--- src/rtl/lenet_prod_accum.sv ---
// Sums a stream of unsigned multiplier products onto a bias and presents one result per vector.
// Result valid the cycle after the terminating beat; input stalls while a result is held unread.
module lenet_prod_accum #(
    parameter int PROD_W  = 16,
    parameter int ACC_W   = 24,
    parameter int MAX_LEN = 25,
    parameter int SAT     = 1
) (
    input  logic                         clk,
    input  logic                         rst_n,
    input  logic                         in_valid,
    output logic                         in_ready,
    input  logic [PROD_W-1:0]            in_prod,
    input  logic                         in_last,
    input  logic [ACC_W-1:0]             in_bias,
    output logic                         out_valid,
    input  logic                         out_ready,
    output logic [ACC_W-1:0]             out_acc,
    output logic [$clog2(MAX_LEN+1)-1:0] out_cnt,
    output logic                         out_ovf,
    output logic                         out_lenerr
);

    localparam int CNT_W = $clog2(MAX_LEN+1);

    typedef enum logic [1:0] {
        S_IDLE  = 2'd0,
        S_ACCUM = 2'd1,
        S_HOLD  = 2'd2
    } state_t;

    state_t             r_state;
    state_t             w_state_nxt;

    logic [ACC_W-1:0]   r_acc;
    logic [CNT_W-1:0]   r_cnt;
    logic               r_ovf;
    logic               r_lenerr;

    logic               w_first;
    logic               w_beat;
    logic               w_take;
    logic [ACC_W-1:0]   w_base;
    logic [ACC_W:0]     w_sum;
    logic               w_carry;
    logic [ACC_W-1:0]   w_acc_nxt;
    logic [CNT_W-1:0]   w_cnt_nxt;
    logic               w_at_max;
    logic               w_term;
    logic               w_ovf_nxt;
    logic               w_lenerr_nxt;

    // ------------------------------------------------------------------
    // Datapath
    // ------------------------------------------------------------------
    assign w_first = (r_state == S_IDLE);
    assign w_beat  = in_valid & in_ready;
    assign w_take  = (r_state == S_HOLD) & out_ready;

    // Bias replaces the running sum on the first beat of a vector.
    assign w_base  = w_first ? in_bias : r_acc;
    assign w_sum   = {1'b0, w_base} + {{(ACC_W+1-PROD_W){1'b0}}, in_prod};
    assign w_carry = w_sum[ACC_W];

    always_comb begin
        w_acc_nxt = w_sum[ACC_W-1:0];
        if (w_carry && (SAT != 0)) begin
            w_acc_nxt = {ACC_W{1'b1}};
        end
    end

    assign w_cnt_nxt    = w_first ? CNT_W'(1) : (r_cnt + CNT_W'(1));
    assign w_at_max     = (w_cnt_nxt == CNT_W'(MAX_LEN));
    assign w_term       = in_last | w_at_max;
    assign w_ovf_nxt    = (w_first ? 1'b0 : r_ovf) | w_carry;
    assign w_lenerr_nxt = w_at_max & ~in_last;

    always_ff @(posedge clk or negedge rst_n) begin
        if (!rst_n) begin
            r_acc    <= '0;
            r_cnt    <= '0;
            r_ovf    <= 1'b0;
            r_lenerr <= 1'b0;
        end else if (w_beat) begin
            r_acc    <= w_acc_nxt;
            r_cnt    <= w_cnt_nxt;
            r_ovf    <= w_ovf_nxt;
            r_lenerr <= w_lenerr_nxt;
        end else if (w_take) begin
            // acc is left as-is; the next first beat overwrites it with the bias.
            r_cnt    <= '0;
            r_ovf    <= 1'b0;
            r_lenerr <= 1'b0;
        end
    end

    // ------------------------------------------------------------------
    // Control FSM
    // ------------------------------------------------------------------
    always_ff @(posedge clk or negedge rst_n) begin
        if (!rst_n) begin
            r_state <= S_IDLE;
        end else begin
            r_state <= w_state_nxt;
        end
    end

    always_comb begin
        w_state_nxt = r_state;
        case (r_state)
            S_IDLE: begin
                if (w_beat) begin
                    w_state_nxt = w_term ? S_HOLD : S_ACCUM;
                end
            end
            S_ACCUM: begin
                if (w_beat && w_term) begin
                    w_state_nxt = S_HOLD;
                end
            end
            S_HOLD: begin
                if (out_ready) begin
                    w_state_nxt = S_IDLE;
                end
            end
            default: w_state_nxt = S_IDLE;
        endcase
    end

    always_comb begin
        in_ready  = 1'b1;
        out_valid = 1'b0;
        case (r_state)
            S_HOLD: begin
                in_ready  = 1'b0;
                out_valid = 1'b1;
            end
            default: begin
                in_ready  = 1'b1;
                out_valid = 1'b0;
            end
        endcase
    end

    assign out_acc    = r_acc;
    assign out_cnt    = r_cnt;
    assign out_ovf    = r_ovf;
    assign out_lenerr = r_lenerr;

endmodule

--- config.mk ---
export PLATFORM = sky130hd
export DESIGN_NAME = lenet_prod_accum
export DESIGN_NICKNAME = d
export VERILOG_FILES = /design/src/rtl/lenet_prod_accum.sv
export SDC_FILE = /design/constraint.sdc
export NUM_CORES = 1
export LEC_CHECK = 0
export BUFFER_PORTS_ARGS = -buffer_cell sky130_fd_sc_hd__buf_2
export CAP_MARGIN = 15
export CORE_UTILIZATION = 50
export CTS_BUF_LIST = sky130_fd_sc_hd__clkbuf_4
export DETAILED_ROUTE_END_ITERATION = 12
export PLACE_DENSITY = 0.76
export SETUP_SLACK_MARGIN = 0.02
export SLEW_MARGIN = 20
export SYNTH_ARGS = -nofsm -noshare
export SYNTH_HDL_FRONTEND = slang
export SYNTH_SLANG_ARGS = --single-unit
--- constraint.sdc ---
create_clock -name clk -period 4.4 [get_ports clk]
set_input_delay 0.22 -clock clk [delete_from_list [all_inputs] [get_ports clk]]
set_output_delay 0.22 -clock clk [all_outputs]
set_load 0.01 [all_outputs]
==> impl_metrics.py <==
metrics = {
    "drt": {
        "dr_total_vias": 3131,
        "drcViolationCount": 0,
        "wirelength_um": 8490,
        "final_antenna_net_count": 0,
        "drt_iter0_drc": 228,
        "via_per_inst": 5.96,
        "wl_per_cell_um": 16.2,
        "first_pass_iters": 5,
    },
    "global_route": {
        "busiest_layer": "met2",
        "grt_max_degree": 34,
        "grt.overflow.total": 0,
        "grtUsageMet3": 0.0453,
        "grt_pass1_wl_um": 14100,
        "grt_use_met2": 0.476,
        "met1_usage": 0.402,
        "antenna_found_initial": 0,
        "grt_pass1_vias": 2917,
        "track_usage": 0.293,
    },
    "hold_path": {
        "hold_path.startpoint": "out_ready",
        "holdPathStages": 2,
        "hold_path.class": "input port to register",
        "holdPathEnd": "r_state[1]",
    },
    "floorplan": {
        "rows": 27,
        "ios": 78,
        "die_y_um": 78.5,
        "die_width_um": 78.5,
        "core-area_sq_um": 5570,
        "start_util": 0.525,
        "dieArea_sq_um": 6160,
    },
    "clock_tree": {
        "cts_root_buf": "clkbuf_4",
        "cts.sinks": 33,
        "cts_setup_buffers": 0,
        "clock_latency_ps": 350,
        "htree_num_levels": 2,
        "tritoncts": "built",
        "path_clk_slew_ps": 130,
        "numCtsBuffers": 5,
        "clockBufferDepth": 2,
    },
    "timing": {
        "layout_worst_path_cycle_share": 0.863,
        "drv_slew": 0,
        "period_needed_ps": 3800,
        "tns_ps": 0,
        "timing.slew.headroom": 0.459,
        "grt_setup_unrepaired": "no",
        "setup_viol": 0,
        "max_freq_mhz": 263,
        "finalHoldViolCount": 0,
        "skew_ps": 17.6,
        "tightest_slew_ps": 812,
        "timing.final.ws_setup_ps": 602,
    },
    "placement": {
        "portBuffers": 77,
        "dp_hpwl_um": 6290,
        "gp_congestion": 0.881,
        "post-place-ws_ps": 683,
    },
    "yosys": {
        "synth_area_per_cell_sq_um": 7.80,
        "syn_area_sq_um": 2930,
        "ys_top_cells_by_count": "nand2_1, nor2_1, dfrtp_1, a21oi_1, o21ai_0",
        "ys_seq_area_frac": 0.282,
        "async_flop_share": 1.00,
        "synth_edf_count": 0,
        "synth_xor_area_frac": 0.0539,
        "yosysTopAreaCell": "dfrtp_1",
        "yosys.area_share.simple": 0.237,
        "synth_mux_area_frac": 0.00727,
        "yosysMostFrequentCell": "nand2_1",
        "syn_inst": 375,
        "synth_adder_area_share": 0.0838,
        "synth_area_leaders": "dfrtp_1, nand2_1, ha_1",
        "synth_seq_cells": 33,
        "synth_cell_types": 60,
        "synth_top_family_by_area": "compound AO/OA/AOI/OAI gates",
        "ys.flop_type": "dfrtp_1",
        "synth_compound_area_frac": 0.296,
        "ys.warnings.count": 0,
        "postSynthNetCount": 439,
        "netlist.area_leader.share": 0.282,
    },
    "run": {
        "cap_viol_max_count": 0,
    },
    "run_status": {
        "outcome": "completed",
    },
    "worst_setup_path": {
        "cp-end-kind": "register",
        "crit_type": "register to register",
        "cp_top_family": "compound AO/OA/AOI/OAI gates",
        "worstPathMaxFanout": 17,
        "timing.rr.start": "r_state[0]",
        "cpMostUsedCell": "nand2_1",
        "path_buf_inv": 1,
        "cp_data_required_time_ps": 4630,
        "worstPathArrival_ps": 4030,
        "startpoint_type": "register",
        "r2r_cells": 13,
        "max_stage_delay_ps": 640,
        "r2r_setup_slack_ps": 600,
        "crit_path_cell_trace": "or2_1 > nand2_1 > nand2_1 > ha_1 > inv_1 > fa_1 > nor2b_4 > o31a_4 > a211oi_4 > o21a_4 > a2111oi_0 > mux2_2 > a211oi_1",
        "worstReg2RegEnd": "out_acc[22]",
        "cp_slowest_cell": "or2_1",
    },
    "power": {
        "totalPowerFinal_uw": 1810,
        "p_per_area_nw_per_um2": 525,
        "irDropWorstVdd_v": 0.000290,
        "power.leakage_uw": 0.00166,
    },
    "cells_and_area": {
        "area_delta_synth_final_pct": 17.6,
        "n_antenna_cell": 0,
        "final_util": 0.618,
        "drive_gt1_frac": 0.225,
        "nets": 516,
    },
}
placed cells by master (no fill, tap or decap), types with 3 or more instances in the layout:
cell and count:
a2111oi_0 4, a211o_1 3, a211oi_1 6, a21o_1 6, a21oi_1 26, a311oi_1 3, a31oi_1 8, and2_1 9
and3_1 3, and4_1 3, buf_2 77, buf_4 5, clkbuf_4 5, dfrtp_1 33, ha_1 18, inv_1 14
nand2_1 74, nand2b_1 3, nand3_1 11, nor2_1 41, nor3_1 4, nor4_1 3, o211ai_1 6, o21a_1 3
o21ai_0 20, o21ai_1 3, o31ai_1 3, xnor2_1 9, xor2_1 9
routing by layer:
layer  wire (um)  share of wire  up-vias
met5           0              0        -
met4          80         0.0094        0
li1            -              -     1513
met1        3910           0.46     1475
met3         485          0.057       12
met2        4010           0.47      131
state kept, by name, indices dropped and copies added, names as in the netlist:
| register | cells |
|---|---|
| out_cnt | 5 |
| r_state | 2 |
| out_ovf | 1 |
| out_lenerr | 1 |
| out_acc | 24 |
power breakdown:
group          total (uW)  leakage, uW  switching [uW]  internal [uW]
logic                1090      0.00124             631            462
registers             534     0.000385             122            411
clock network         182    0.0000310             121           60.3
total                1810      0.00166             875            934
kinds of logic after synthesis:
kind of cell	Yosys count
simple gates	157
buf+inv	27
mux	2
fa+ha+maj	19
xor+xnor	18
flops	33
compound gates	119
worst register-to-register path, cell delays in order (launching register included):
cell and delay (ps):
dfrtp_1 590, or2_1 640, nand2_1 110, nand2_1 90, ha_1 190, inv_1 60
fa_1 430, nor2b_4 140, o31a_4 150, a211oi_4 90, o21a_4 260, a2111oi_0 600
mux2_2 270, a211oi_1 50
metrics by stage:
stage,cell area (sq um),hold WS (ps),std cells
after floorplan,2930,-75.6,375
after global placement,3380,348,516
after detailed placement,3380,353,516
after CTS,3440,74.2,525
after global routing,3440,83.8,525
final,3440,83.1,525
final cells by class:
type	instances	area, sq um
timing repair buffer	83	433
clock buffer	5	37.5
sequential	33	826
multi-input combinational	315	1990
clock inverter	3	17.5
fill	506	2130
tap	72	90.1
inverter	14	52.6
repair_timing:
| item | CTS | global route |
|---|---|---|
| hold endpoints to repair | 33 | 0 |
| gates resized for setup | 0 | 0 |
| hold buffers | 1 | 0 |
worst max path at each step:
stage	from	end	slack, ps	depth (start not counted)
after floorplan	r_state[0]	out_acc[21]	800	15
after detailed placement	r_state[0]	out_acc[19]	680	12
after CTS	r_state[0]	out_acc[19]	660	12
after global routing	r_state[0]	out_acc[12]	320	12
after global placement	r_state[0]	out_acc[22]	810	13
final	r_state[0]	out_acc[22]	600	13
No activity file was read; power rests on OpenSTA's default activity.
